$ cat src/rtl/uart_tx_fifo_if.sv
// ---------------------------------------------------------------------------
// uart_tx_fifo_if
//   Producer-side bus of the FIFO-fronted UART transmitter.
//   master : the byte producer (drives tx_val, tx_data, ovf_clr)
//   slave  : the transmitter  (drives tx_rdy, overflow, fifo_count)
//   Signals:
//     tx_val     write strobe, word accepted when tx_val && tx_rdy
//     tx_data    word to send (DATA_BITS wide)
//     tx_rdy     FIFO not full
//     ovf_clr    clears the sticky overflow flag
//     overflow   a write was attempted while the FIFO was full
//     fifo_count words currently held in the FIFO
// ---------------------------------------------------------------------------
interface uart_tx_fifo_if #(
  parameter int DATA_BITS = 8,
  parameter int DEPTH     = 4
);
  logic                     tx_val;
  logic [DATA_BITS-1:0]     tx_data;
  logic                     tx_rdy;
  logic                     ovf_clr;
  logic                     overflow;
  logic [$clog2(DEPTH):0]   fifo_count;

  modport master (
    output tx_val, tx_data, ovf_clr,
    input  tx_rdy, overflow, fifo_count
  );

  modport slave (
    input  tx_val, tx_data, ovf_clr,
    output tx_rdy, overflow, fifo_count
  );
endinterface

$ cat src/rtl/uart_tx_fifo.sv
// ---------------------------------------------------------------------------
// uart_tx_fifo
//   Parametrised UART transmitter with an input FIFO. Frames are
//   start | DATA_BITS data bits (LSB first) | optional parity | STOP_BITS stop,
//   one bit per pulse_tx strobe. Queued words go out back-to-back with no
//   idle gap between frames.
//   Ports:
//     clk       system clock
//     rst       synchronous, active-high reset
//     pulse_tx  one-clock baud strobe, one per bit period
//     bus       producer bus (slave side): tx_val/tx_data/tx_rdy,
//               ovf_clr/overflow, fifo_count
//     tx        registered serial line, idles high
//     busy      high while a frame is on the line
//   Parameters:
//     DATA_BITS 5..9, PARITY 0=none/1=odd/2=even, STOP_BITS 1 or 2,
//     DEPTH power of two >= 2
// ---------------------------------------------------------------------------
module uart_tx_fifo #(
  parameter int DATA_BITS = 8,
  parameter int PARITY    = 0,
  parameter int STOP_BITS = 1,
  parameter int DEPTH     = 4
) (
  input  logic                  clk,
  input  logic                  rst,
  input  logic                  pulse_tx,
  uart_tx_fifo_if.slave         bus,
  output logic                  tx,
  output logic                  busy
);

  localparam int AW  = $clog2(DEPTH);
  localparam int CW  = AW + 1;
  localparam int BCW = $clog2(DATA_BITS + 1);

  typedef enum logic [2:0] {
    IDLE,
    START,
    DATA,
    PAR,
    STOP
  } state_t;

  // -------------------------------------------------------------------------
  // FIFO storage and pointers
  // -------------------------------------------------------------------------
  logic [DATA_BITS-1:0] mem [DEPTH];

  logic [AW-1:0] wr_ptr_q, wr_ptr_d;
  logic [AW-1:0] rd_ptr_q, rd_ptr_d;
  logic [CW-1:0] count_q,  count_d;
  logic          overflow_q, overflow_d;

  logic push;
  logic pop;
  logic full;
  logic not_empty;

  assign full      = (count_q == CW'(DEPTH));
  assign not_empty = (count_q != '0);
  assign push      = bus.tx_val && !full;

  // Write-only RAM port; the read side is captured by the shift register
  // load, so the head word is only ever consumed through a flop.
  always_ff @(posedge clk) begin
    if (push) begin
      mem[wr_ptr_q] <= bus.tx_data;
    end
  end

  always_comb begin
    wr_ptr_d   = wr_ptr_q;
    rd_ptr_d   = rd_ptr_q;
    count_d    = count_q;
    overflow_d = overflow_q;

    if (push) begin
      wr_ptr_d = wr_ptr_q + AW'(1);
    end
    if (pop) begin
      rd_ptr_d = rd_ptr_q + AW'(1);
    end

    case ({push, pop})
      2'b10:   count_d = count_q + CW'(1);
      2'b01:   count_d = count_q - CW'(1);
      default: count_d = count_q;
    endcase

    // A dropped write outranks a clear in the same cycle.
    if (bus.tx_val && full) begin
      overflow_d = 1'b1;
    end else if (bus.ovf_clr) begin
      overflow_d = 1'b0;
    end
  end

  assign bus.tx_rdy     = !full;
  assign bus.overflow   = overflow_q;
  assign bus.fifo_count = count_q;

  // -------------------------------------------------------------------------
  // Transmit FSM
  // -------------------------------------------------------------------------
  state_t               state_q,   state_d;
  logic [DATA_BITS-1:0] shift_q,   shift_d;
  logic [BCW-1:0]       bit_cnt_q, bit_cnt_d;
  logic                 stop_cnt_q, stop_cnt_d;
  logic                 par_q,     par_d;
  logic                 tx_q,      tx_d;
  logic                 busy_q,    busy_d;

  logic                 load;
  logic [DATA_BITS-1:0] head_word;
  logic                 head_xor;

  assign head_word = mem[rd_ptr_q];
  assign head_xor  = ^head_word;

  always_comb begin
    state_d    = state_q;
    shift_d    = shift_q;
    bit_cnt_d  = bit_cnt_q;
    stop_cnt_d = stop_cnt_q;
    par_d      = par_q;
    tx_d       = tx_q;
    busy_d     = busy_q;
    load       = 1'b0;

    case (state_q)
      IDLE: begin
        tx_d   = 1'b1;
        busy_d = 1'b0;
        if (pulse_tx && not_empty) begin
          load = 1'b1;
        end
      end

      START: begin
        if (pulse_tx) begin
          tx_d      = shift_q[0];
          shift_d   = {1'b0, shift_q[DATA_BITS-1:1]};
          bit_cnt_d = '0;
          state_d   = DATA;
        end
      end

      DATA: begin
        if (pulse_tx) begin
          if (bit_cnt_q == BCW'(DATA_BITS - 1)) begin
            if (PARITY != 0) begin
              tx_d    = par_q;
              state_d = PAR;
            end else begin
              tx_d       = 1'b1;
              stop_cnt_d = 1'b0;
              state_d    = STOP;
            end
          end else begin
            tx_d      = shift_q[0];
            shift_d   = {1'b0, shift_q[DATA_BITS-1:1]};
            bit_cnt_d = bit_cnt_q + BCW'(1);
          end
        end
      end

      PAR: begin
        if (pulse_tx) begin
          tx_d       = 1'b1;
          stop_cnt_d = 1'b0;
          state_d    = STOP;
        end
      end

      STOP: begin
        if (pulse_tx) begin
          if (stop_cnt_q == 1'(STOP_BITS - 1)) begin
            // End of the last stop bit: chain straight into the next
            // frame when a word is waiting, otherwise fall idle.
            if (not_empty) begin
              load = 1'b1;
            end else begin
              tx_d    = 1'b1;
              busy_d  = 1'b0;
              state_d = IDLE;
            end
          end else begin
            stop_cnt_d = 1'b1;
          end
        end
      end

      default: begin
        tx_d    = 1'b1;
        busy_d  = 1'b0;
        state_d = IDLE;
      end
    endcase

    // Frame start shared by IDLE and back-to-back STOP: take the head word
    // and freeze its parity so later FIFO traffic cannot affect this frame.
    if (load) begin
      shift_d = head_word;
      par_d   = (PARITY == 1) ? ~head_xor : head_xor;
      tx_d    = 1'b0;
      busy_d  = 1'b1;
      state_d = START;
    end
  end

  assign pop = load;

  always_ff @(posedge clk) begin
    if (rst) begin
      state_q    <= IDLE;
      shift_q    <= '0;
      bit_cnt_q  <= '0;
      stop_cnt_q <= 1'b0;
      par_q      <= 1'b0;
      tx_q       <= 1'b1;
      busy_q     <= 1'b0;
      wr_ptr_q   <= '0;
      rd_ptr_q   <= '0;
      count_q    <= '0;
      overflow_q <= 1'b0;
    end else begin
      state_q    <= state_d;
      shift_q    <= shift_d;
      bit_cnt_q  <= bit_cnt_d;
      stop_cnt_q <= stop_cnt_d;
      par_q      <= par_d;
      tx_q       <= tx_d;
      busy_q     <= busy_d;
      wr_ptr_q   <= wr_ptr_d;
      rd_ptr_q   <= rd_ptr_d;
      count_q    <= count_d;
      overflow_q <= overflow_d;
    end
  end

  assign tx   = tx_q;
  assign busy = busy_q;

endmodule

$ cat src/flat_wrapper.sv
// flat-port wrapper written by rule: the top's interface ports become plain ports
module uart_tx_fifo_flat 
#(
  parameter int DATA_BITS = 8,
  parameter int PARITY    = 0,
  parameter int STOP_BITS = 1,
  parameter int DEPTH     = 4
)
  (clk, rst, pulse_tx, tx, busy, bus_tx_val, bus_tx_data, bus_ovf_clr, bus_tx_rdy, bus_overflow, bus_fifo_count);
  uart_tx_fifo_if #(.DATA_BITS(DATA_BITS), .DEPTH(DEPTH)) bus_i ();
  input  logic clk;
  input  logic rst;
  input  logic pulse_tx;
  output logic tx;
  output logic busy;
  input wire logic [$bits(bus_i.tx_val)-1:0] bus_tx_val;
  input wire logic [$bits(bus_i.tx_data)-1:0] bus_tx_data;
  input wire logic [$bits(bus_i.ovf_clr)-1:0] bus_ovf_clr;
  output wire logic [$bits(bus_i.tx_rdy)-1:0] bus_tx_rdy;
  output wire logic [$bits(bus_i.overflow)-1:0] bus_overflow;
  output wire logic [$bits(bus_i.fifo_count)-1:0] bus_fifo_count;
  assign bus_i.tx_val = bus_tx_val;
  assign bus_i.tx_data = bus_tx_data;
  assign bus_i.ovf_clr = bus_ovf_clr;
  assign bus_tx_rdy = bus_i.tx_rdy;
  assign bus_overflow = bus_i.overflow;
  assign bus_fifo_count = bus_i.fifo_count;
  uart_tx_fifo #(.DATA_BITS(DATA_BITS), .PARITY(PARITY), .STOP_BITS(STOP_BITS), .DEPTH(DEPTH)) u_core (.clk(clk), .rst(rst), .pulse_tx(pulse_tx), .bus(bus_i), .tx(tx), .busy(busy));
endmodule
$ cat config.mk
export PLATFORM = sky130hd
export DESIGN_NAME = uart_tx_fifo_flat
export DESIGN_NICKNAME = d
export VERILOG_FILES = /design/src/rtl/uart_tx_fifo_if.sv /design/src/rtl/uart_tx_fifo.sv /design/src/flat_wrapper.sv
export SDC_FILE = /design/constraint.sdc
export NUM_CORES = 1
export LEC_CHECK = 0
export ABC_AREA = 1
export ABC_CLOCK_PERIOD_IN_PS = 2200
export CORE_MARGIN = 2
export CORE_UTILIZATION = 55
export CTS_BUF_LIST = sky130_fd_sc_hd__clkbuf_4
export CTS_CLUSTER_DIAMETER = 30
export DETAILED_ROUTE_END_ITERATION = 10
export GPL_TIMING_DRIVEN = 0
export MAX_ROUTING_LAYER = met4
export PLACE_DENSITY = 0.78
export SYNTH_ARGS = -nofsm -noshare
export SYNTH_HDL_FRONTEND = slang
export SYNTH_SLANG_ARGS = --single-unit
$ cat constraint.sdc
create_clock -name clk -period 2.2 [get_ports clk]
set_input_delay 0.33 -clock clk [delete_from_list [all_inputs] [get_ports clk]]
set_output_delay 0.33 -clock clk [all_outputs]
set_load 0.02 [all_outputs]
# Yosys cells after proc, flatten, opt, wreduce, memory -nomap -nowiden
# Memories as Yosys holds them, arrays and structs flattened. A register that Yosys moved wholly into a read port is not among the register bits.
# Index checks and enable logic that the tools add are counted.
# word_totals
regBits	26
latch_bits	0
ram_bits	32
romBits	0
in_bits	13
out_inout_bits	7
elab_cells	114
mem_count	1
# op_classes
addsub	5
mul	0
div	0
magnitude_cmp	0
eq_ne	26
shifts	0
mux	50
bitwise_logic	1
n_reduce_logical	20
# mem_list
memory	words	word_bits	read_ports	rd_clocked_by_memory_dff	wr	line	rtl
u_core.mem	4	8	1	1	1	uart_tx_fifo.sv:48	logic [DATA_BITS-1:0] mem [DEPTH];
# op_table
cell	n
8-bit 2-to-1 mux	4
1-bit 2-to-1 mux	26
3-bit 2-to-1 mux	7
3-bit by 2-bit != test with 1-bit output (second input constant)	7
8-bit one-hot mux with 2 select lines	1
8-bit AND reduction	2
3-bit one-hot mux with 5 select lines	1
2-bit != test (second input constant)	7
4-bit 2-to-1 mux	3
4-bit AND reduction	3
3-bit nonzero test	3
4-bit one-hot mux with 2 select lines	1
3-bit by 2-bit == test with 1-bit output (second input constant)	2
3-bit == test (second input constant)	2
2-bit by 1-bit != test with 1-bit output (second input constant)	3
3-bit one-hot mux with 2 select lines	1
6-bit AND reduction	1
2-bit nonzero test	3
5-bit AND reduction	1
2-bit by 1-bit adder with 2-bit output (second input constant)	2
4-bit by 1-bit adder with 4-bit output (second input constant)	1
4-bit by 3-bit == test with 1-bit output (second input constant)	1
2-bit 2-to-1 mux	2
1-bit one-hot mux with 2 select lines	2
other kinds (14)	16

# Longest topological paths before layout
# Gate-level depths: netlist of run 1.
# depth
word_depth	7
mapped_depth	13
ltp_nobuf	12

# Least setup slack after synthesis of run 1
# OpenSTA, ideal clock, no wires.
# synth_timing
path_type	register to register
from	register u_core.count_q[0], in the netlist u_core.bus.fifo_count[0]
to	register u_core.count_q[2], in the netlist u_core.bus.fifo_count[2]
setup_ps	122
t_arrival_ps	2008
t_required_ps	2078
setup_slack_ps	70
path_stages_with_launch	11
n_path_buf	0
period_less_slack_ps	2130
cell_sequence	dfxtp_1 inv_1 nand3_1 nand2_1 ha_1 inv_1 fa_1 a21oi_1 o21ai_0 o21ai_0 a21oi_1
# synth_between
elab_cells_between_ends	16
cone_classes	add/sub (2); eq/ne (3); mux (6); reduce/logical (5)
# synth_lines
item	line	rtl
from (decl)	uart_tx_fifo.sv:52	logic [CW-1:0] count_q, count_d;
from (signal assigned)	uart_tx_fifo.sv:237	count_q <= count_d;
3-bit == test *	uart_tx_fifo.sv:60	assign full = (count_q == CW'(DEPTH));
1-bit zero test *	n/a	
named net bus_tx_rdy	flat_wrapper.sv:19	output wire logic [$bits(bus_i.tx_rdy)-1:0] bus_tx_rdy;
1-bit logical AND *	uart_tx_fifo.sv:62	assign push = bus.tx_val && !full;
2-bit by 1-bit == test with 1-bit output / 2-bit == test (equally long branches)	uart_tx_fifo.sv:85	case ({push, pop})
3-bit one-hot mux with 2 select lines / 2-bit nonzero test (equally long branches)	n/a	
# The timed path passes the listed nets; every way through them passes the cells marked *.
# A chain may end at the register's enable or synchronous reset.

# Worst setup path after layout of run 1
# layout_timing
from	register u_core.state_q[1]
to	register u_core.count_q[2], in the netlist u_core.bus.fifo_count[2]
# layout_between
elab_chain_cells	4
elab_cells_between_ends	7
cone_classes	eq/ne (3); mux (2); reduce/logical (2)
# layout_rtl
item	line	rtl
from (decl)	uart_tx_fifo.sv:106	state_t state_q, state_d;
from (signal assigned)	uart_tx_fifo.sv:228	state_q <= state_d;
3-bit == test / 3-bit zero test (equally long branches)	uart_tx_fifo.sv:131	case (state_q)
1-bit one-hot mux with 2 select lines *	uart_tx_fifo.sv:131	
2-bit by 1-bit == test with 1-bit output / 2-bit == test (equally long branches)	uart_tx_fifo.sv:85	
3-bit one-hot mux with 2 select lines / 2-bit nonzero test (equally long branches)	n/a	
# Every way passes the cells marked *; elsewhere a longest branch is shown, timed or not.

==> results.yml, run 1 <==
drt:
  first_iter_violations: 79
  vias: 1962
  firstDrtPassIters: 4
  drc: 0
  drt-total-wl_mm: 4.76
  via_per_inst: 5.10
  wire_per_inst_um: 12.4
  ant_nets: 0
timing:
  max_slew.worst_pin.slew_ps: 857
  hold_viol: 0
  setup-violations-final: 0
  maxSlewHeadroom: 0.427
  fin_tns_setup_ps: 0
  period_share: 0.942
  final.setup_skew_ps: 12.8
  fin_crit_ps: 2070
  setup_slack_ps: 128
  slew_violations: 0
  fmax_mhz: 483
setup_path:
  critPathTopFamily: "adder cells"
  worstSetupEndpointType: "flop"
  slowest_delay_ps: 390
  crit_type: "reg -> reg"
  worstPathCellList: "inv_1, nand2_2, nor2_4, nand2_4, inv_2, buf_6, ha_1, inv_1, fa_1, a21oi_1, o21ai_1, o21ai_1, a21oi_1"
  start_kind: "flop"
  path_buf_inv: 4
  critPathSlowestCell: "fa_1"
  worstPathRequired_ps: 2480
  worstPathMaxFanout: 5
  arrival_ps: 2350
grt:
  grt_pass1_vias: 1784
  grt_max_degree: 11
  grt_usage: 0.208
  antenna_found_initial: 0
  overflow: 0
  grt_pass1_wl_mm: 7.90
yosys:
  syn_inst: 295
  synthDistinctLibCells: 27
  synth-async-reset-ratio: 0
  seq_area_frac_synth: 0.570
  synth.ff_latch_count: 59
  synth.avg_cell_area_um2: 8.92
  yosys_warnings: 0
  synth-main-ff-cell: "edfxtp_1"
  synth-edff-count: 32
  syn_area_um2: 2630
  synthesis.nets: 315
clocking:
  cts_inserted_buffers: 9
  path_clk_slew_ps: 90
  cts_num_sinks: 59
  cts_htree_levels: 3
  cts_tree: "done"
  clk_root_buffer_cell: "clkbuf_4"
  ctsLongestPathBuffers: 2
  clk_latency_ps: 400
run:
  cap_violations: 0
cells_and_area:
  antenna_cells: 0
  n_fill_cell: 402
  syn_to_final_growth_pct: 14.6
  nNetsFinal: 347
  layout-drive-gt1-share: 0.127
floorplanning:
  ios: 20
  placementRows: 25
  core_area_um2: 4660
  dieWidth_um: 73.2
  dieArea_um2: 5360
  die_h_um: 73.2
  start_util: 0.565
power:
  p_leak_uw: 0.00126
  cellPowerDensity_nw_per_um2: 1080
  irDropWorstVdd_v: 0.000581
placement:
  gp_congestion: 0.772
  hpwlAfterDp_mm: 3.30
  post-place-ws_ps: -430
  io_buffers: 19
hold_path:
  min_path_type: "in -> reg"
outcome:
  status: "finished, final reports clean"
[power breakdown]
group          leakage [µW]  switching, µW  internal [µW]  total (µW)
registers          0.000515           85.9           1340        1430
clock network     0.0000629            358            271         629
logic              0.000685            737            455        1190
total               0.00126           1180           2070        3250
[worst register-to-register path: cells and delay by family, from the launching register on]
kind | cells | cell delay (ps)
and+or+nand+nor | 3 | 250
buffers and inverters | 4 | 380
adders and majority gates | 2 | 520
DFF | 1 | 360
AOI/OAI and AO/OA | 4 | 440
[path summary, 6_finish.rpt]
check	cells past startpoint	startpoint	to	slack, ps
min	3	pulse_tx	u_core.bit_cnt_q[2]	410
max reg2reg	13	u_core.state_q[1]	u_core.bus.fifo_count[2]	130
max	13	u_core.state_q[1]	u_core.bus.fifo_count[2]	130
min reg2reg	2	u_core.bus.overflow	u_core.bus.overflow	480
[cell families (layout without fill, tap and decap cells)]
| kind of cell | Yosys count | count (layout) | synth area share |
|---|---|---|---|
| AND/OR/NAND/NOR | 137 | 137 | 0.222 |
| flip-flops | 59 | 59 | 0.570 |
| AO/OA/AOI/OAI | 49 | 49 | 0.0955 |
| buffers and inverters | 40 | 76 | 0.0661 |
| adder cells (fa/ha/maj) | 7 | 7 | 0.0361 |
| XOR/XNOR | 3 | 3 | 0.00998 |
[metal layers]
metal / share of wire / routed length [µm] / GRT usage
met5: 0 / 0 / -
met4: 0.020 / 97 / 0.107
met3: 0.037 / 174 / 0.0594
met2: 0.50 / 2370 / 0.318
met1: 0.44 / 2110 / 0.251
[sequential cells by signal (all words and copies together) (netlist names), named ones only]
| name | flops |
|---|---|
| u_core.shift_q | 8 |
| u_core.bus.overflow | 1 |
| u_core.bus.fifo_count | 3 |
| u_core.busy | 1 |
| u_core.wr_ptr_q | 2 |
| u_core.bit_cnt_q | 4 |
| u_core.state_q | 3 |
| u_core.tx | 1 |
| u_core.rd_ptr_q | 2 |
| u_core.mem | 32 |
[placed cells by master (no fill, tap or decap), types with 3 or more instances in the layout]
cell	n
clkdlybuf4s50_1	18
nand4_1	3
o21ai_1	6
nor2_1	33
nand3_1	6
edfxtp_1	32
buf_2	4
clkinv_1	3
nand2_2	5
nand2_1	81
o21ai_0	21
inv_1	26
clkbuf_4	13
xor2_1	3
ha_1	6
buf_4	3
dfxtp_1	26
a21oi_1	19
inv_2	5
[layout make-up]
cell class | instances | area, µm² | area share
Tap cell | 54 | 67.6 | 0.0224
Clock inverter | 2 | 7.51 | 0.00249
Timing Repair Buffer | 21 | 204 | 0.0676
Multi-Input combinational cell | 196 | 965 | 0.320
Clock buffer | 13 | 97.6 | 0.0323
Buffer | 8 | 53.8 | 0.0178
Inverter | 32 | 120 | 0.0398
Sequential cell | 59 | 1500 | 0.498
[cells in the mapped netlist (3+ instances only)]
library cell,n,area share
nand4_1,3,0.0071
dfxtp_1,27,0.21
edfxtp_1,32,0.37
a21oi_1,19,0.036
o21ai_0,23,0.044
ha_1,6,0.029
nand2_2,4,0.0095
inv_1,26,0.037
nor2_1,33,0.047
inv_2,5,0.0071
o21ai_1,4,0.0076
nand3_1,7,0.013
xor2_1,3,0.010
buf_2,4,0.0076
nand2_1,82,0.12
[what timing repair did]
action / in CTS / in global routing
hold buffers: 0 / 0
setup endpoints to repair: 1 / 1
setup buffers: 0 / 2
gates resized for setup: 1 / 5
[per-stage QoR]
stage	instance area, µm²	utilization	power, µW	hold WS (ps)	instances
after floorplan	2630	-	2300	429	295
after global placement	2890	0.620	2580	453	368
after detailed placement	2890	0.620	2610	461	368
after CTS	2990	0.642	3240	380	383
after global routing	3020	0.648	3510	435	385
final	3020	0.648	3250	415	385
Note: power is estimated with default switching activity, not from simulation.
==> run 2: changes to the inputs <==
--- a/config.mk
+++ b/config.mk
@@ -12,7 +12,6 @@
 export CTS_BUF_LIST = sky130_fd_sc_hd__clkbuf_4
 export CTS_CLUSTER_DIAMETER = 30
 export DETAILED_ROUTE_END_ITERATION = 10
-export GPL_TIMING_DRIVEN = 0
 export MAX_ROUTING_LAYER = met4
 export PLACE_DENSITY = 0.78
 export SYNTH_ARGS = -nofsm -noshare
==> run 2 against run 1 <==
  * Worst setup slack improved by 150 ps
  * Clock-buffer cell count fell by 2
  * Critical endpoint is now bus_tx_rdy
  * Critical path depth fell by 10
  * Non-clock buffer count is 2 higher
  * Worst hold slack better by 59 ps
  * Largest power group unchanged
  * Wire length is essentially flat
  * Via count rose by 0.56%
  * Final cell count up 0.78%
==> results.yml, run 2 (synthesized netlist as in run 1, its figures left out) <==
outcome:
  status: "finished, final reports clean"
cells_and_area:
  layout-drive-gt1-share: 0.132
  nNetsFinal: 349
  syn_to_final_growth_pct: 16.3
  top_register: "u_core.mem"
  antenna_cells: 0
  top_regs: "u_core.mem x32, u_core.shift_q x8, u_core.bit_cnt_q x4"
  layout_commonest_cell: "nand2_1"
  largest_register_ffs: 32
  layout_common_cells: "82 x nand2_1, 33 x nor2_1, 32 x edfxtp_1"
timing:
  setup-violations-final: 0
  fmax_mhz: 521
  maxSlewHeadroom: 0.729
  rsz0062_at_grt: "false"
  setup_slack_ps: 280
  max_slew.worst_pin.slew_ps: 407
  period_share: 0.873
  fin_crit_ps: 1920
  slew_violations: 0
  final.setup_skew_ps: 15.9
  hold_viol: 0
placement:
  post-place-ws_ps: -41.3
  io_buffers: 19
  hpwlAfterDp_mm: 3.26
  gp_congestion: 0.829
drt:
  via_per_inst: 5.09
  drt-total-wl_mm: 4.76
  drc: 0
  vias: 1973
  ant_nets: 0
  wire_per_inst_um: 12.3
  first_iter_violations: 143
  firstDrtPassIters: 5
grt:
  grt_max_degree: 17
  grt_pass1_wl_mm: 7.98
  grt_pass1_vias: 1868
  overflow: 0
  grt_usage: 0.210
  antenna_found_initial: 0
clocking:
  cts_inserted_buffers: 9
  cts_num_sinks: 59
  ctsLongestPathBuffers: 2
  cts_tree: "done"
  cts_htree_levels: 3
  path_clk_slew_ps: 100
  post_cts_resized: 0
  clk_latency_ps: 400
  hold_buffers: 0
  post_cts_buffers: 0
  clk_root_buffer_cell: "clkbuf_4"
floorplanning:
  start_util: 0.565
  dieArea_um2: 5360
  placementRows: 25
  ios: 20
  dieWidth_um: 73.2
  die_h_um: 73.2
  core_area_um2: 4660
power:
  irDropWorstVdd_v: 0.000547
  cellPowerDensity_nw_per_um2: 1080
  p_sw_frac: 0.359
  p_sw_uw: 1190
  combPwrFrac: 0.343
  p_leak_uw: 0.00128
  total_power_uw: 3320
  p_int_uw: 2130
  p_clk_frac: 0.226
  seq_power_share: 0.431
hold_path:
  min_path_type: "reg -> reg"
setup_path:
  worstPathRequired_ps: 1870
  worstPathMaxFanout: 4
  worstSetupEndpointType: "primary output"
  start_kind: "flop"
  crit_type: "reg -> out"
  arrival_ps: 1590
run:
  cap_violations: 0
## run 2: cell type report
| cell class | count | area, µm² |
|---|---|---|
| repair buffers | 31 | 280 |
| well taps | 54 | 67.6 |
| clock inverters | 5 | 53.8 |
| inverters | 32 | 120 |
| clock buffers | 11 | 82.6 |
| flip-flops and latches | 59 | 1500 |
| multi-input cells | 196 | 957 |
| fillers | 384 | 1600 |
## run 2: path summary, 6_finish.rpt
kind / cells after the start / start / slack (ps) / to
hold reg to reg: 2 / u_core.bus.overflow / 470 / u_core.bus.overflow
setup / recovery: 3 / u_core.bus.fifo_count[1] / 280 / bus_tx_rdy
hold / removal: 2 / u_core.bus.overflow / 470 / u_core.bus.overflow
setup reg to reg: 11 / u_core.bus.fifo_count[1] / 330 / u_core.bus.fifo_count[2]
## run 2: worst max-delay path, cell delays in order (launching register included)
cell and delay (ps):
dfxtp_1 360, inv_1 100, nand3_1 120, clkdlybuf4s50_1 620
## run 2: per-stage QoR
step / utilization / area [µm²] / TNS [ps] / hold WS (ps) / cells
floorplan: - / 2630 / 0 / 429 / 295
global route: 0.657 / 3060 / 0 / 489 / 388
global placement: 0.628 / 2930 / -10.7 / 450 / 372
detailed placement: 0.628 / 2930 / -41.3 / 459 / 372
CTS: 0.657 / 3060 / 0 / 473 / 388
finish: 0.657 / 3060 / 0 / 473 / 388
## run 2: metal layers
metal,routed length [µm],up-vias,track usage,part of all wire
met5,0,-,-,0
met4,46,0,0.0844,0.0097
met3,195,6,0.0704,0.041
met2,2440,37,0.340,0.51
met1,2070,907,0.238,0.44
li1,-,1023,-,-
## run 2: power groups by stage
stage                     sequential (µW)  clock [µW]  combinational, µW
after floorplan                      1480           0                827
after global routing                 1450         811               1300
after CTS                            1430         772               1150
final                                1430         749               1140
after global placement               1450           0               1120
after detailed placement             1460           0               1150
==> run 3: changes to the inputs <==
--- a/config.mk
+++ b/config.mk
@@ -6,7 +6,7 @@
 export NUM_CORES = 1
 export LEC_CHECK = 0
 export ABC_AREA = 1
-export ABC_CLOCK_PERIOD_IN_PS = 2200
+export ABC_CLOCK_PERIOD_IN_PS = 1800
 export CORE_MARGIN = 2
 export CORE_UTILIZATION = 55
 export CTS_BUF_LIST = sky130_fd_sc_hd__clkbuf_4
==> constraint.sdc (replaced) <==
create_clock -name clk -period 1.8 [get_ports clk]
set_input_delay 0.27 -clock clk [delete_from_list [all_inputs] [get_ports clk]]
set_output_delay 0.27 -clock clk [all_outputs]
set_load 0.02 [all_outputs]
==> run 3 against run 2 <==
  * The run now ends with setup timing left
  * Worst hold slack got worse by 2.9 ps
  * Combinational power up 32%
  * Global-route usage fell by 0.15 points
  * Register-to-register slack got worse by 350 ps
  * Clock skew fell by 1.7 ps
  * Critical path depth up 7
  * Critical path type is now reg -> reg
  * Critical endpoint is now u_core.bus.fifo_count[2]
==> results.yml, run 3 (synthesized netlist as in run 1, its figures left out) <==
placement:
  dp_cells: 372
  io_buffers: 19
  gp_congestion: 0.767
  post-place-ws_ps: -225
  hpwlAfterDp_mm: 3.44
floorplanning:
  dieArea_um2: 5360
  core_area_um2: 4660
  dieWidth_um: 73.2
  ios: 20
  die_h_um: 73.2
  placementRows: 25
  start_util: 0.565
timing:
  hold_viol: 0
  max_slew.worst_pin.slew_ps: 427
  period_share: 1.01
  rsz0062_at_grt: "true"
  setup_slack_ps: -15.1
  maxSlewHeadroom: 0.715
  final.setup_skew_ps: 14.3
  setup-violations-final: 1
  fmax_mhz: 551
  slew_violations: 0
  fin_crit_ps: 1820
  hold-worst-slack_ps: 471
clocking:
  clk_latency_ps: 390
  cts_htree_levels: 3
  cts_tree: "done"
  cts_inserted_buffers: 9
  hold_buffers: 0
  cts_num_sinks: 59
  clk_root_buffer_cell: "clkbuf_4"
  ctsLongestPathBuffers: 2
  path_clk_slew_ps: 90
drt:
  drt-total-wl_mm: 4.99
  wire_per_inst_um: 12.8
  vias: 2002
  via_per_inst: 5.13
  firstDrtPassIters: 4
  first_iter_violations: 114
  drc: 0
  ant_nets: 0
setup_path:
  start_kind: "flop"
  worstPathMaxFanout: 6
  worstPathRequired_ps: 2060
  worstSetupEndpointType: "flop"
  crit_type: "reg -> reg"
  arrival_ps: 2080
grt:
  grt_pass1_vias: 1871
  grt_usage: 0.208
  grt_max_degree: 17
  overflow: 0
  antenna_found_initial: 0
  grt_pass1_wl_mm: 8.16
cells_and_area:
  layout_common_cells: "81 x nand2_1, 33 x nor2_1, 32 x edfxtp_1"
  n_fill_cell: 358
  nNetsFinal: 351
  top_regs: "u_core.mem x32, u_core.shift_q x8, u_core.bit_cnt_q x4"
  layout_commonest_cell: "nand2_1"
  antenna_cells: 0
  post_layout_nonfiller_instances: 390
  syn_to_final_growth_pct: 19.4
  layout-drive-gt1-share: 0.185
  largest_register_ffs: 32
  top_register: "u_core.mem"
power:
  irDropWorstVdd_v: 0.000765
  p_leak_uw: 0.00131
  total_power_uw: 4200
  cellPowerDensity_nw_per_um2: 1340
run:
  cap_violations: 0
outcome:
  violations: "setup timing"
  status: "finished, violations left"
hold_path:
  min_path_type: "reg -> reg"
run 3: cell types whose count changed in the layout (fill, tap and decap cells not counted), sizes merged:
| cell | before | now |
|---|---|---|
| clkdlybuf4s50 | 19 | 18 |
| clkbuf | 11 | 12 |
| clkinvlp | 2 | 0 |
| clkinv | 3 | 4 |
| buf | 12 | 14 |
| dlymetal6s2s | 0 | 1 |
run 3: path summary, 6_finish.rpt:
kind	start	end	slack (ps)	depth (start not counted)
setup / recovery	u_core.bus.fifo_count[0]	u_core.bus.fifo_count[2]	-20	10
hold / removal	u_core.bus.overflow	u_core.bus.overflow	470	2
setup reg to reg	u_core.bus.fifo_count[0]	u_core.bus.fifo_count[2]	-20	10
hold reg to reg	u_core.bus.overflow	u_core.bus.overflow	470	2
run 3: per-stage QoR:
step,util,setup TNS (ps),instance area (µm²)
4_1_cts,0.666,0,3100
2_1_floorplan,-,0,2680
6_report,0.674,-15.1,3140
3_3_place_gp,0.637,-374,2970
3_5_place_dp,0.637,-444,2970
5_1_grt,0.674,-99.8,3140
run 3: worst max-delay path, stage by stage, from the launching register on:
cell and delay (ps):
dfxtp_4 350, inv_2 120, nand3_2 90, nand2_2 100, ha_4 130, inv_2 40, fa_2 390, a21oi_2 170
o21ai_2 80, o21ai_1 140, a21oi_1 60
run 3: area by class of cell:
class / instances / area [µm²] / area share
repair buffers: 33 / 298 / 0.0947
clock buffers: 12 / 90.1 / 0.0287
well taps: 54 / 67.6 / 0.0215
flip-flops and latches: 59 / 1520 / 0.484
clock inverters: 4 / 42.5 / 0.0135
inverters: 32 / 128 / 0.0406
multi-input cells: 196 / 997 / 0.317
run 3: power breakdown:
group,switching (µW),internal (µW),leakage (µW)
Combinational,938,572,0.000712
Clock,452,461,0.0000764
Sequential,128,1650,0.000518
run 3: per-layer routing:
layer	GRT usage	up-vias	routed length, µm
li1	-	1033	-
met1	0.250	923	2240
met2	0.334	34	2480
met3	0.0511	12	154
met4	0.0885	0	115
met5	-	-	0
run 3: timing repair:
action	4_1_cts	5_1_grt
gates resized for setup	0	10
buffers inserted	0	2
endpoints found under the setup margin	0	3
